<file path="src/rtl/rv_fwd_unit_if.sv">
// rv_fwd_unit_if: issue-stage bundle for the operand forwarding / hazard unit.
//
// Handshake: i_issue_valid marks an instruction presented at issue. The
// instruction is accepted (enters the scoreboard) on a rising edge only when
// o_stall=0, i_stall_ext=0 and i_flush=0; while o_stall=1 the issue stage must
// keep presenting the same instruction. o_data/o_fwd_hit/o_stall are valid in
// the same cycle as the source addresses.
interface rv_fwd_unit_if #(
    parameter int XLEN    = 32,
    parameter int NUM_SRC = 2,
    parameter int DEPTH   = 3
);
    logic                    i_issue_valid;
    logic                    i_issue_wr;
    logic                    i_issue_late;
    logic [4:0]              i_issue_rd;
    logic [NUM_SRC*5-1:0]    i_rs_addr;
    logic [NUM_SRC-1:0]      i_rs_used;
    logic [NUM_SRC*XLEN-1:0] i_reg_data;
    logic [DEPTH*XLEN-1:0]   i_stage_data;
    logic                    i_stall_ext;
    logic                    i_flush;
    logic [NUM_SRC*XLEN-1:0] o_data;
    logic [NUM_SRC-1:0]      o_fwd_hit;
    logic                    o_stall;
    logic [31:0]             o_stall_cnt;

    // Issue stage side: drives instruction and operand information.
    modport master (
        output i_issue_valid, i_issue_wr, i_issue_late, i_issue_rd,
        output i_rs_addr, i_rs_used, i_reg_data, i_stage_data,
        output i_stall_ext, i_flush,
        input  o_data, o_fwd_hit, o_stall, o_stall_cnt
    );

    // Forwarding unit side.
    modport slave (
        input  i_issue_valid, i_issue_wr, i_issue_late, i_issue_rd,
        input  i_rs_addr, i_rs_used, i_reg_data, i_stage_data,
        input  i_stall_ext, i_flush,
        output o_data, o_fwd_hit, o_stall, o_stall_cnt
    );
endinterface

</file>
<file path="src/rtl/rv_fwd_unit.sv">
// rv_fwd_unit: operand forwarding and load-use hazard unit for the issue stage.
// Tracks destination registers of DEPTH in-flight instructions in a shift
// register (entry 0 youngest) and selects, per source operand, the youngest
// matching stage result or the register-file value.
// Optional feature macro: RV_FWD_STAT_EN enables the saturating stall-cycle
// counter on o_stall_cnt; without it o_stall_cnt is tied to zero.
module rv_fwd_unit #(
    parameter int XLEN       = 32,
    parameter int NUM_SRC    = 2,
    parameter int DEPTH      = 3,
    parameter int LATE_STAGE = 1
) (
    input  logic          i_clk,
    input  logic          i_reset_n,
    rv_fwd_unit_if.slave  fwd
);

    // Scoreboard entries: valid, destination register, late-result flag.
    logic [DEPTH-1:0] r_vld;
    logic [DEPTH-1:0] r_late;
    logic [4:0]       r_rd [DEPTH];

    logic [NUM_SRC*XLEN-1:0] w_data;
    logic [NUM_SRC-1:0]      w_hit;
    logic [NUM_SRC-1:0]      w_hazard;
    logic                    w_stall;
    logic                    w_new_vld;

    // Per-operand lookup: youngest valid matching entry wins; a late producer
    // that has not yet reached LATE_STAGE is a hazard instead of a forward.
    always_comb begin
        logic [4:0] v_rs;
        logic       v_found;
        w_data   = '0;
        w_hit    = '0;
        w_hazard = '0;
        v_rs     = '0;
        v_found  = 1'b0;
        for (int i = 0; i < NUM_SRC; i++) begin
            v_rs    = fwd.i_rs_addr[i*5 +: 5];
            v_found = 1'b0;
            // x0 always reads as zero regardless of the register file.
            if (v_rs == 5'd0) begin
                w_data[i*XLEN +: XLEN] = '0;
            end else begin
                w_data[i*XLEN +: XLEN] = fwd.i_reg_data[i*XLEN +: XLEN];
                if (fwd.i_rs_used[i]) begin
                    for (int k = 0; k < DEPTH; k++) begin
                        if (!v_found && r_vld[k] && (r_rd[k] == v_rs)) begin
                            v_found = 1'b1;
                            if (r_late[k] && (k < LATE_STAGE)) begin
                                w_hazard[i] = 1'b1;
                            end else begin
                                w_data[i*XLEN +: XLEN] = fwd.i_stage_data[k*XLEN +: XLEN];
                                w_hit[i]               = 1'b1;
                            end
                        end
                    end
                end
            end
        end
    end

    // Stall only matters when an instruction is actually presented.
    assign w_stall = fwd.i_issue_valid & (|w_hazard);

    // New youngest entry: writes to x0, stalled or flushed issues become bubbles.
    assign w_new_vld = fwd.i_issue_valid & fwd.i_issue_wr & (fwd.i_issue_rd != 5'd0)
                     & ~w_stall & ~fwd.i_flush;

    assign fwd.o_data    = w_data;
    assign fwd.o_fwd_hit = w_hit;
    assign fwd.o_stall   = w_stall;

    // Scoreboard update: hold under external freeze (flush still kills entry 0),
    // otherwise shift toward older entries and insert the new issue at entry 0.
    always_ff @(posedge i_clk or negedge i_reset_n) begin
        if (!i_reset_n) begin
            r_vld  <= '0;
            r_late <= '0;
            for (int k = 0; k < DEPTH; k++) begin
                r_rd[k] <= '0;
            end
        end else if (fwd.i_stall_ext) begin
            if (fwd.i_flush) begin
                r_vld[0] <= 1'b0;
            end
        end else begin
            for (int k = DEPTH-1; k > 0; k--) begin
                r_vld[k]  <= r_vld[k-1];
                r_late[k] <= r_late[k-1];
                r_rd[k]   <= r_rd[k-1];
            end
            r_vld[0]  <= w_new_vld;
            r_late[0] <= fwd.i_issue_late;
            r_rd[0]   <= fwd.i_issue_rd;
        end
    end

`ifdef RV_FWD_STAT_EN
    logic [31:0] r_stall_cnt;

    // Count cycles where this unit's hazard actually held issue; saturates.
    always_ff @(posedge i_clk or negedge i_reset_n) begin
        if (!i_reset_n) begin
            r_stall_cnt <= '0;
        end else if (w_stall && !fwd.i_stall_ext && (r_stall_cnt != 32'hFFFF_FFFF)) begin
            r_stall_cnt <= r_stall_cnt + 32'd1;
        end
    end

    assign fwd.o_stall_cnt = r_stall_cnt;
`else
    assign fwd.o_stall_cnt = '0;
`endif

endmodule

</file>
<file path="src/flat_wrapper.sv">
// flat-port wrapper written by rule: the top's interface ports become plain ports
module rv_fwd_unit_flat 
#(
    parameter int XLEN       = 32,
    parameter int NUM_SRC    = 2,
    parameter int DEPTH      = 3,
    parameter int LATE_STAGE = 1
)
  (i_clk, i_reset_n, fwd_i_issue_valid, fwd_i_issue_wr, fwd_i_issue_late, fwd_i_issue_rd, fwd_i_rs_addr, fwd_i_rs_used, fwd_i_reg_data, fwd_i_stage_data, fwd_i_stall_ext, fwd_i_flush, fwd_o_data, fwd_o_fwd_hit, fwd_o_stall, fwd_o_stall_cnt);
  rv_fwd_unit_if #(.XLEN(XLEN), .NUM_SRC(NUM_SRC), .DEPTH(DEPTH)) fwd_i ();
  input  logic i_clk;
  input  logic i_reset_n;
  input wire logic [$bits(fwd_i.i_issue_valid)-1:0] fwd_i_issue_valid;
  input wire logic [$bits(fwd_i.i_issue_wr)-1:0] fwd_i_issue_wr;
  input wire logic [$bits(fwd_i.i_issue_late)-1:0] fwd_i_issue_late;
  input wire logic [$bits(fwd_i.i_issue_rd)-1:0] fwd_i_issue_rd;
  input wire logic [$bits(fwd_i.i_rs_addr)-1:0] fwd_i_rs_addr;
  input wire logic [$bits(fwd_i.i_rs_used)-1:0] fwd_i_rs_used;
  input wire logic [$bits(fwd_i.i_reg_data)-1:0] fwd_i_reg_data;
  input wire logic [$bits(fwd_i.i_stage_data)-1:0] fwd_i_stage_data;
  input wire logic [$bits(fwd_i.i_stall_ext)-1:0] fwd_i_stall_ext;
  input wire logic [$bits(fwd_i.i_flush)-1:0] fwd_i_flush;
  output wire logic [$bits(fwd_i.o_data)-1:0] fwd_o_data;
  output wire logic [$bits(fwd_i.o_fwd_hit)-1:0] fwd_o_fwd_hit;
  output wire logic [$bits(fwd_i.o_stall)-1:0] fwd_o_stall;
  output wire logic [$bits(fwd_i.o_stall_cnt)-1:0] fwd_o_stall_cnt;
  assign fwd_i.i_issue_valid = fwd_i_issue_valid;
  assign fwd_i.i_issue_wr = fwd_i_issue_wr;
  assign fwd_i.i_issue_late = fwd_i_issue_late;
  assign fwd_i.i_issue_rd = fwd_i_issue_rd;
  assign fwd_i.i_rs_addr = fwd_i_rs_addr;
  assign fwd_i.i_rs_used = fwd_i_rs_used;
  assign fwd_i.i_reg_data = fwd_i_reg_data;
  assign fwd_i.i_stage_data = fwd_i_stage_data;
  assign fwd_i.i_stall_ext = fwd_i_stall_ext;
  assign fwd_i.i_flush = fwd_i_flush;
  assign fwd_o_data = fwd_i.o_data;
  assign fwd_o_fwd_hit = fwd_i.o_fwd_hit;
  assign fwd_o_stall = fwd_i.o_stall;
  assign fwd_o_stall_cnt = fwd_i.o_stall_cnt;
  rv_fwd_unit #(.XLEN(XLEN), .NUM_SRC(NUM_SRC), .DEPTH(DEPTH), .LATE_STAGE(LATE_STAGE)) u_core (.i_clk(i_clk), .i_reset_n(i_reset_n), .fwd(fwd_i));
endmodule
</file>
<file path="config.mk">
export PLATFORM = sky130hd
export DESIGN_NAME = rv_fwd_unit_flat
export DESIGN_NICKNAME = d
export VERILOG_FILES = /design/src/rtl/rv_fwd_unit_if.sv /design/src/rtl/rv_fwd_unit.sv /design/src/flat_wrapper.sv
export SDC_FILE = /design/constraint.sdc
export NUM_CORES = 1
export LEC_CHECK = 0
export ABC_CLOCK_PERIOD_IN_PS = 1700
export CELL_PAD_IN_SITES_DETAIL_PLACEMENT = 0
export CELL_PAD_IN_SITES_GLOBAL_PLACEMENT = 1
export CORE_AREA = 2 2 144 146
export DETAILED_ROUTE_END_ITERATION = 10
export DIE_AREA = 0 0 146 148
export PLACE_DENSITY_LB_ADDON = 0.05
export SLEW_MARGIN = 20
export SYNTH_ARGS = -nofsm -noshare
export SYNTH_HDL_FRONTEND = slang
export SYNTH_SLANG_ARGS = --single-unit
</file>
<file path="constraint.sdc">
create_clock -name i_clk -period 1.7 [get_ports i_clk]
set_input_delay 0.17 -clock i_clk [delete_from_list [all_inputs] [get_ports i_clk]]
set_output_delay 0.17 -clock i_clk [all_outputs]
set_load 0.01 [all_outputs]
</file>
Word level (Yosys, flattened, before mapping)
Index checks and enable logic that the tools add are counted. Widths: inputs -> output; s select.

Register bits: 19. Output and inout port bits: 99. Logic and storage cells: 82. Bits of input ports: 184.

Equality and inequality tests: 7. Bitwise operators: 7. Multiplexer cells: 44. Reduce and logical (&&, ||, !) cells: 18.

Operators with widths (number): $mux 32 (12); $mux 1 (32); $eq 5x5->1 (6); $logic_and 1x1->1 (10); $logic_not 5->1 (2); $and 1x1->1 (5); $reduce_bool 5->1 (1); $logic_not 1->1 (4); $ne 2x1->1 const B (1); $not 1->1 (2); $reduce_or 2->1 (1).

Longest topological paths before layout
Gate-level depths: netlist of the first run.

Depth after elaboration: 17. Depth in mapped cells: 8. Mapped depth without buffers: 6.

Least setup slack after synthesis of the first run
OpenSTA, ideal clock, no wires.

Kind: register to output. Start point: register u_core.r_rd[8] (netlist bit). End point: output port fwd_o_data[1]. Slack: -189 ps. Arrival time: 1719 ps. Cell stages (with the launch flop): 8. Path buffers: 1. Data required time: 1530 ps. Cells stage by stage: dfrtp_1 > xnor2_1 > nand3_1 > nor3_2 > o211a_1 > clkbuf_1 > a21oi_1 > o21ai_0.

Word-level cells in the longest chain between the ends: 11. Elaborated cells between the ends (all ways): 12. Classes of those cells: eq/ne: 1; mux: 7; reduce/logical: 4.

Ends and longest elaborated chain: start, declared (RTL line rv_fwd_unit.sv:21) `logic [4:0] r_rd [DEPTH];`; start signal, assigned by index (RTL line rv_fwd_unit.sv:92) `r_rd[k] <= r_rd[k-1];`; $eq 5x5->1 * (RTL line rv_fwd_unit.sv:49) `if (!v_found && r_vld[k] && (r_rd[k] == v_rs)) begin`; $logic_and 1x1->1 * (RTL line rv_fwd_unit.sv:49); $mux 1 (RTL line rv_fwd_unit.sv:49); $mux 1 (RTL line rv_fwd_unit.sv:47) `if (fwd.i_rs_used[i]) begin`; $mux 1 (RTL line rv_fwd_unit.sv:43) `if (v_rs == 5'd0) begin`; $logic_not 1->1 (RTL line rv_fwd_unit.sv:49); $logic_and 1x1->1 (2 in a row) (RTL line rv_fwd_unit.sv:49); $mux 32 * (RTL line rv_fwd_unit.sv:49); $mux 32 * (RTL line rv_fwd_unit.sv:47); $mux 32 * (RTL line rv_fwd_unit.sv:43); end, declared (RTL line flat_wrapper.sv:23) `output wire logic [$bits(fwd_i.o_data)-1:0] fwd_o_data;`.

Every way passes the cells marked *; elsewhere a longest branch is shown, timed or not. The select of a mux whose other input is x is not followed.

Final worst setup path of the first run
Start point: register u_core.r_rd[10] (netlist bit). End point: output port fwd_o_data[41].

Word-level cells in the longest chain between the ends: 17. Elaborated cells between the ends (all ways): 19. Classes of those cells: eq/ne: 1; mux: 11; reduce/logical: 7.

Ends and longest elaborated chain (RTL line): $eq 5x5->1 * (rv_fwd_unit.sv:49); $logic_and 1x1->1 * (rv_fwd_unit.sv:49); $mux 1 (rv_fwd_unit.sv:49); $mux 1 (rv_fwd_unit.sv:47); $mux 1 (rv_fwd_unit.sv:43); $logic_not 1->1 (rv_fwd_unit.sv:49); $logic_and 1x1->1 (2 in a row) (rv_fwd_unit.sv:49); $mux 1 (rv_fwd_unit.sv:49); $mux 1 (rv_fwd_unit.sv:47); $mux 1 (rv_fwd_unit.sv:43); $logic_not 1->1 (rv_fwd_unit.sv:49); $logic_and 1x1->1 (2 in a row) (rv_fwd_unit.sv:49); $mux 32 * (rv_fwd_unit.sv:49); $mux 32 * (rv_fwd_unit.sv:47); $mux 32 * (rv_fwd_unit.sv:43).

Marked as above.

==> out/results.tsv, run 1 <==
stage	metric	value	unit
global_route	first-pass GRT wire length	37700	um
timing	fin crit share	1.54	
global_route	GRT overflow	0	
route	drt pass-1 iters	5	
route	WL per Instance	21.4	um
synth	Synth top area share	0.115	
clock_tree	CTS tree	done	
clock_tree	Post-CTS Hold Buffers	0	
timing	Setup Skew	0.00159	ns
die	Die X	146	um
global_route	all-layer global routing usage	0.222	
clock_tree	clock root buffer	clkbuf_16	
die	Die Y	148	um
critical_path	Crit Path Max Fanout	7	
placement	GPL Wtd Cong	0.817	
finish	Area growth, synth to finish	126	%
synth	synthesized area	0.00414	sq mm
clock_tree	Longest Clk Path Bufs	2	
synth	EDFF count, synth	0	
finish	fin cells	1230	
synth	post-synth top area cell	dfrtp_1	
die	Initial Util	0.206	
placement	post-DP HPWL	18800	um
run_status	status	finished, violations left	
placement	Placed Cells	1191	
synth	Yosys reg bits	19	
critical_path	critical path arrival	2.45	ns
clock_tree	# H-tree levels	1	
global_route	largest net degree at the start of global routing	25	
timing	final setup fails	68	
timing	final-report hold violation count	0	
die	# IOs	283	
die	row cnt	52	
synth	Synth warnings	0	
critical_path	crit path kind	register to output pin	
synth	top_reg_cell synth	dfrtp_1	
finish	Nets	1143	
synth	sequential share of the synthesized area	0.115	
timing	setup slack after layout	-0.919	ns
clock_tree	clock slew at reported path FFs	0.06	ns
route	DRT iter0 DRCs	289	
synth	library cells used by synthesis	44	
die	die area	0.0216	sq mm
synth	Async SR Flop Fraction	1.00	
synth	Syn Inst Count	625	
worst_hold_path	Hold Crit Class	primary input to asynchronous set/reset pin	
die	Core Region	0.0200	sq mm
placement	IO Port Bufs	250	
power_and_ir_drop	power per standard cell area	371	mW/mm^2
power_and_ir_drop	Leak	3.56	nW
timing	Slew Viols, Final	0	
synth	Commonest cells post-synth	57 x a21oi_1, 57 x a22oi_1, 56 x nand2_1	
clock_tree	CTS Sinks	19	
synth	Mean Syn Cell Area	6.62	sq um
global_route	initial antenna violation count	2	
route	Total Wirelength	26300	um
power_and_ir_drop	Pwr Total	3.47	mW
synth	Area contributors post-synth	dfrtp_1 11%, a22oi_1 10%, nor2b_1 8.0%, a21oi_1 6.9%, buf_4 6.2%	
power_and_ir_drop	peak supply drop	0.405	mV
timing	Fmax	382	MHz
route	DRC violations left	0	
timing	fin crit period	2.62	ns
global_route	vias in the first global route	6432	
finish	layout cells sized above 1	0.435	
clock_tree	Inserted Clock Buffers	3	
route	DR vias/cell	5.08	
timing	RSZ-0062 raised after global routing	true	
run_status	failing checks	setup timing	
critical_path	Startpoint Class	register	
run	Max Cap Viol	0	
critical_path	Worst Setup End Kind	output pin	
finish	fillers	2011	
route	Final ANT Viol Nets	0	
clock_tree	clock latency on the worst-skew pair	0.25	ns
route	via count	6245	
critical_path	WP data required	1.53	ns
metrics by stage:
stage,TNS [ns],setup WS (ns),hold slack (ns),area (sq um),util
CTS,-58.27,-0.937,0.266,8650,0.432
global route,-62.29,-0.980,0.287,9350,0.467
detailed placement,-88.75,-1.44,0.541,8070,0.403
finish,-57.12,-0.919,0.258,9350,0.467
global placement,-87.20,-1.39,0.530,8070,0.403
floorplan,-6.77,-0.137,-0.126,4770,-
kinds of logic after synthesis:
group / count (synthesis) / synth area share
other: 1 / 0.000906
AND/OR/NAND/NOR: 186 / 0.215
AO/OA/AOI/OAI: 250 / 0.411
buffers and inverters: 122 / 0.149
XOR/XNOR: 30 / 0.0635
flip-flops: 19 / 0.115
multiplexers: 17 / 0.0463
routing by layer:
metal	GRT usage	wire, um
met1	0.283	11100
met2	0.388	12600
met3	0.0494	1920
met4	0.0437	629
met5	0	0
final cells by class:
class	instances	area (sq um)	area share
Multi-Input combinational cell	515	4540	0.485
Timing Repair Buffer	383	3780	0.404
Sequential cell	19	477	0.0510
Tap cell	270	338	0.0361
Inverter	37	139	0.0148
Clock buffer	3	75.1	0.00803
Clock inverter	1	7.51	0.000803
Antenna cell	2	5.00	0.000535
registers in the layout, indices dropped and copies added (netlist names):
name / count
u_core.r_rd: 15
u_core.r_vld: 3
u_core.r_late: 1
placed cells by master, fill, tap and decap left out, types with 9 or more instances in the layout:
master / netlist / final
clkdlybuf4s50_1: 0 / 178
buf_4: 34 / 81
buf_2: 25 / 58
nand2_1: 56 / 53
nor2b_1: 53 / 53
nor2_1: 50 / 46
a21oi_4: 0 / 39
inv_1: 37 / 37
a22oi_1: 57 / 33
conb_1: 1 / 32
o22ai_2: 1 / 30
a22o_1: 29 / 29
buf_6: 0 / 28
a22oi_2: 0 / 24
o21ai_2: 0 / 22
buf_12: 0 / 18
dfrtp_1: 19 / 18
mux2_2: 17 / 17
a21oi_2: 2 / 14
xnor2_1: 17 / 13
xor2_1: 13 / 11
a31oi_4: 0 / 10
o221ai_2: 0 / 9
power breakdown:
group / switching (mW) / internal, mW
Combinational: 1.12 / 1.26
Clock: 0.186 / 0.318
Sequential: 0.0777 / 0.512
final timing paths:
check	start	to	slack, ns	depth (start not counted)
setup / recovery	u_core.r_rd[10]	fwd_o_data[41]	-0.92	11
hold / removal	i_reset_n	u_core.r_late[0]	0.26	2
setup reg to reg	u_core.r_rd[14]	u_core.r_vld[0]	-0.44	11
hold reg to reg	u_core.r_rd[2]	u_core.r_rd[2]	0.59	1
max in group asynchronous	i_reset_n	u_core.r_rd[10]	1.21	2
min in group i_clk	fwd_i_issue_late	u_core.r_late[0]	0.53	2
critical path: stages (launching register included):
cell	delay [ns]
dfrtp_2	0.45
xor2_2	0.16
nor4_2	0.31
buf_4	0.18
and3_4	0.20
buf_6	0.11
a21oi_4	0.06
buf_12	0.16
clkbuf_16	0.18
a21oi_4	0.13
o22ai_2	0.09
buf_2	0.17
repair_timing:
item	in CTS	in global routing
setup endpoints to repair	68	68
gates resized for setup	369	104
cloned	6	4
buffers inserted	21	6
pin swaps	13	25
(Power assumes the default switching activity.)
==> run 2: changes to the inputs <==
- ABC_CLOCK_PERIOD_IN_PS: 1700 -> 2500
- CORE_AREA: 2 2 144 146 -> 2 2 135 137
- DIE_AREA: 0 0 146 148 -> 0 0 137 139
- clock period: 1.7 -> 2.5 ns (I/O delays scaled with it)
==> run 2 against run 1 <==
Clock power shrank 35%. Clock-buffer cell count is the same. Utilization grew 2.5 points. Combinational power shrank 37%. Largest power group unchanged. First-iteration DRC count grew 11%. Register-to-register slack gained 0.84 ns. Cell count shrank 3.3%. Clock skew is essentially flat. Sequential power shrank 33%. Non-clock buffer count shrank 3. Sequential cell count is the same. The run still ends with setup timing left.
==> out/results.tsv, run 2 (synthesized netlist as in run 1, its figures left out) <==
stage	metric	value	unit	change
critical_path	RR Startpoint	u_core.r_rd[12]		
clock_tree	Longest Clk Path Bufs	2		unchanged
finish	Largest Register	u_core.r_rd		
timing	setup slack after layout	-0.191	ns	+0.728 ns
timing	hold slack	0.494	ns	+0.237 ns
placement	post-DP HPWL	17900	um	-5.0%
die	die area	0.0190	sq mm	-12%
worst_hold_path	Hold Crit Class	primary input to asynchronous set/reset pin		
run	Max Cap Viol	0		unchanged
critical_path	Startpoint Class	register		
critical_path	critical path arrival	2.44	ns	about the same
clock_tree	clock slew at reported path FFs	0.05	ns	about the same
critical_path	RR Endpoint	u_core.r_vld[0]		
finish	final instance area	0.00869	sq mm	-7.1%
timing	final-report hold violation count	0		unchanged
timing	Setup Skew	0.00190	ns	+0.000310 ns
die	Die X	137	um	-6.2%
die	Initial Util	0.234		+0.0279
clock_tree	Post-CTS Hold Buffers	0		unchanged
die	Core Region	0.0177	sq mm	-12%
clock_tree	clock root buffer	clkbuf_16		
power_and_ir_drop	Seq pwr share	0.180		+0.010
route	WL per Instance	21.9	um	+2.3%
route	DRT iter0 DRCs	320		+11%
finish	number of flip-flops in the largest register	15		unchanged
finish	Area growth, synth to finish	110	%	
timing	fin crit period	2.69	ns	
clock_tree	Inserted Clock Buffers	3		unchanged
critical_path	Crit Path Max Fanout	6		-1
critical_path	reg-to-reg slack, setup	0.40	ns	+0.84 ns
global_route	largest net degree at the start of global routing	36		+44%
timing	RSZ-0062 raised after global routing	true		
timing	fin crit share	1.08		
finish	most frequent cells in the layout	174 x clkdlybuf4s50_1, 74 x buf_4, 64 x buf_2		
route	Total Wirelength	26000	um	-1.1%
finish	Nets	1142		-0.087%
timing	Slew HR	0.425		
global_route	all-layer global routing usage	0.254		+0.0320
global_route	GRT overflow	0		unchanged
timing	Slew Viols, Final	0		unchanged
placement	placed inst area	0.00738	sq mm	-8.5%
route	drt pass-1 iters	5		unchanged
timing	Worst-Margin Slew	0.860	ns	
critical_path	Worst Reg-to-Reg Cells	10		-1
run_status	failing checks	setup timing		
die	row cnt	49		-5.8%
finish	commonest non-fill, non-tap cell in the layout	clkdlybuf4s50_1		
route	Final ANT Viol Nets	0		unchanged
power_and_ir_drop	switching share of power	0.397		-0.00172
route	DRC violations left	0		unchanged
finish	layout cells sized above 1	0.382		-0.0528
power_and_ir_drop	Pwr Total	2.22	mW	-36%
power_and_ir_drop	clock group share of total power	0.148		+0.003
route	via count	6329		+1.3%
finish	largest registers	u_core.r_rd (15), u_core.r_vld (3), u_core.r_late (1)		
run_status	status	finished, violations left		
critical_path	WP data required	2.25	ns	+0.72 ns
timing	final setup fails	65		-4.4%
critical_path	crit path kind	register to output pin		
clock_tree	CTS tree	done		
critical_path	Worst Setup End Kind	output pin		
clock_tree	# H-tree levels	1		unchanged
placement	GPL Wtd Cong	0.858		+5.0%
clock_tree	CTS Sinks	19		unchanged
global_route	initial antenna violation count	3		+1
die	Die Y	139	um	-6.1%
placement	Placed Cells	1133		-4.9%
route	DR vias/cell	5.32		+4.8%
power_and_ir_drop	Internal	1.34	mW	-36%
die	# IOs	283		unchanged
power_and_ir_drop	Logic pwr share	0.673		-0.012
power_and_ir_drop	P_sw	879	uW	-36%
power_and_ir_drop	Leak	3.44	nW	-3.3%
power_and_ir_drop	power per standard cell area	255	mW/mm^2	-31%
power_and_ir_drop	peak supply drop	0.306	mV	-24%
global_route	first-pass GRT wire length	37600	um	-0.50%
clock_tree	clock latency on the worst-skew pair	0.25	ns	about the same
placement	IO Port Bufs	250		unchanged
finish	fin cells	1189		-3.3%
global_route	vias in the first global route	6582		+2.3%
timing	Fmax	372	MHz	
run 2: changes by cell type in the layout (fill, tap and decap cells not counted), sizes merged, moves of 2 or more:
cell	delta
clkdlybuf4s50	-4
dlygate4sd2	+8
buf	-3
dlymetal6s2s	-3
a21oi	+2
run 2: worst max path at each step:
stage | startpoint | endpoint | slack, ns | cells past startpoint
3_5_place_dp | fwd_i_rs_addr[7] | fwd_o_data[60] | -0.94 | 9
6_report | u_core.r_rd[12] | fwd_o_data[33] | -0.19 | 11
2_1_floorplan | u_core.r_rd[8] | fwd_o_data[1] | 0.53 | 7
4_1_cts | u_core.r_rd[12] | fwd_o_data[8] | -0.24 | 13
3_3_place_gp | fwd_i_rs_addr[7] | fwd_o_data[33] | -0.93 | 9
5_1_grt | u_core.r_rd[12] | fwd_o_data[33] | -0.32 | 11
run 2: critical path: stages, from the launching register on:
cell and delay, ns:
dfrtp_1 0.40, xor2_1 0.18, nor4_2 0.32, buf_4 0.17
buf_6 0.09, nand3_4 0.08, o22ai_4 0.22, buf_6 0.17
buf_12 0.13, a21oi_2 0.05, o22ai_2 0.20, buf_2 0.17
run 2: metal layers:
layer	up-vias	GRT usage	share of wire
met5	-	0	0
met4	0	0.0716	0.026
met3	45	0.0249	0.071
met2	311	0.449	0.50
met1	3072	0.325	0.41
li1	2901	-	-
run 2: per-stage QoR:
| step | util | worst slack, ns | setup TNS (ns) |
|---|---|---|---|
| floorplan | - | 0.531 | 0 |
| global placement | 0.418 | -0.932 | -53.07 |
| detailed placement | 0.418 | -0.943 | -53.71 |
| CTS | 0.470 | -0.241 | -9.48 |
| global route | 0.492 | -0.322 | -13.28 |
| finish | 0.492 | -0.191 | -5.87 |
run 2: repair_timing:
| action | CTS | global route |
|---|---|---|
| resized for setup | 436 | 63 |
| cloned | 7 | 3 |
| pin swaps | 66 | 43 |
| buffers inserted | 30 | 17 |
| endpoints found under the setup margin | 67 | 67 |
run 2: area by class of cell:
cell class                      count  area, sq um
Tap cell                          229          287
Inverter                           37          139
Sequential cell                    19          477
Fill cell                        1754         8970
Multi-Input combinational cell    517         4060
Clock buffer                        3         75.1
Timing Repair Buffer              380         3640
Antenna cell                        3         7.51
Clock inverter                      1         5.00
run 2: power by group through the flow:
| stage | registers, mW | clock network [mW] | logic (mW) |
|---|---|---|---|
| 3_3_place_gp | 0.395 | 0 | 1.30 |
| 4_1_cts | 0.395 | 0.337 | 1.41 |
| 2_1_floorplan | 0.391 | 0 | 0.556 |
| 5_1_grt | 0.402 | 0.350 | 1.58 |
| 3_5_place_dp | 0.397 | 0 | 1.30 |
| 6_report | 0.398 | 0.327 | 1.49 |
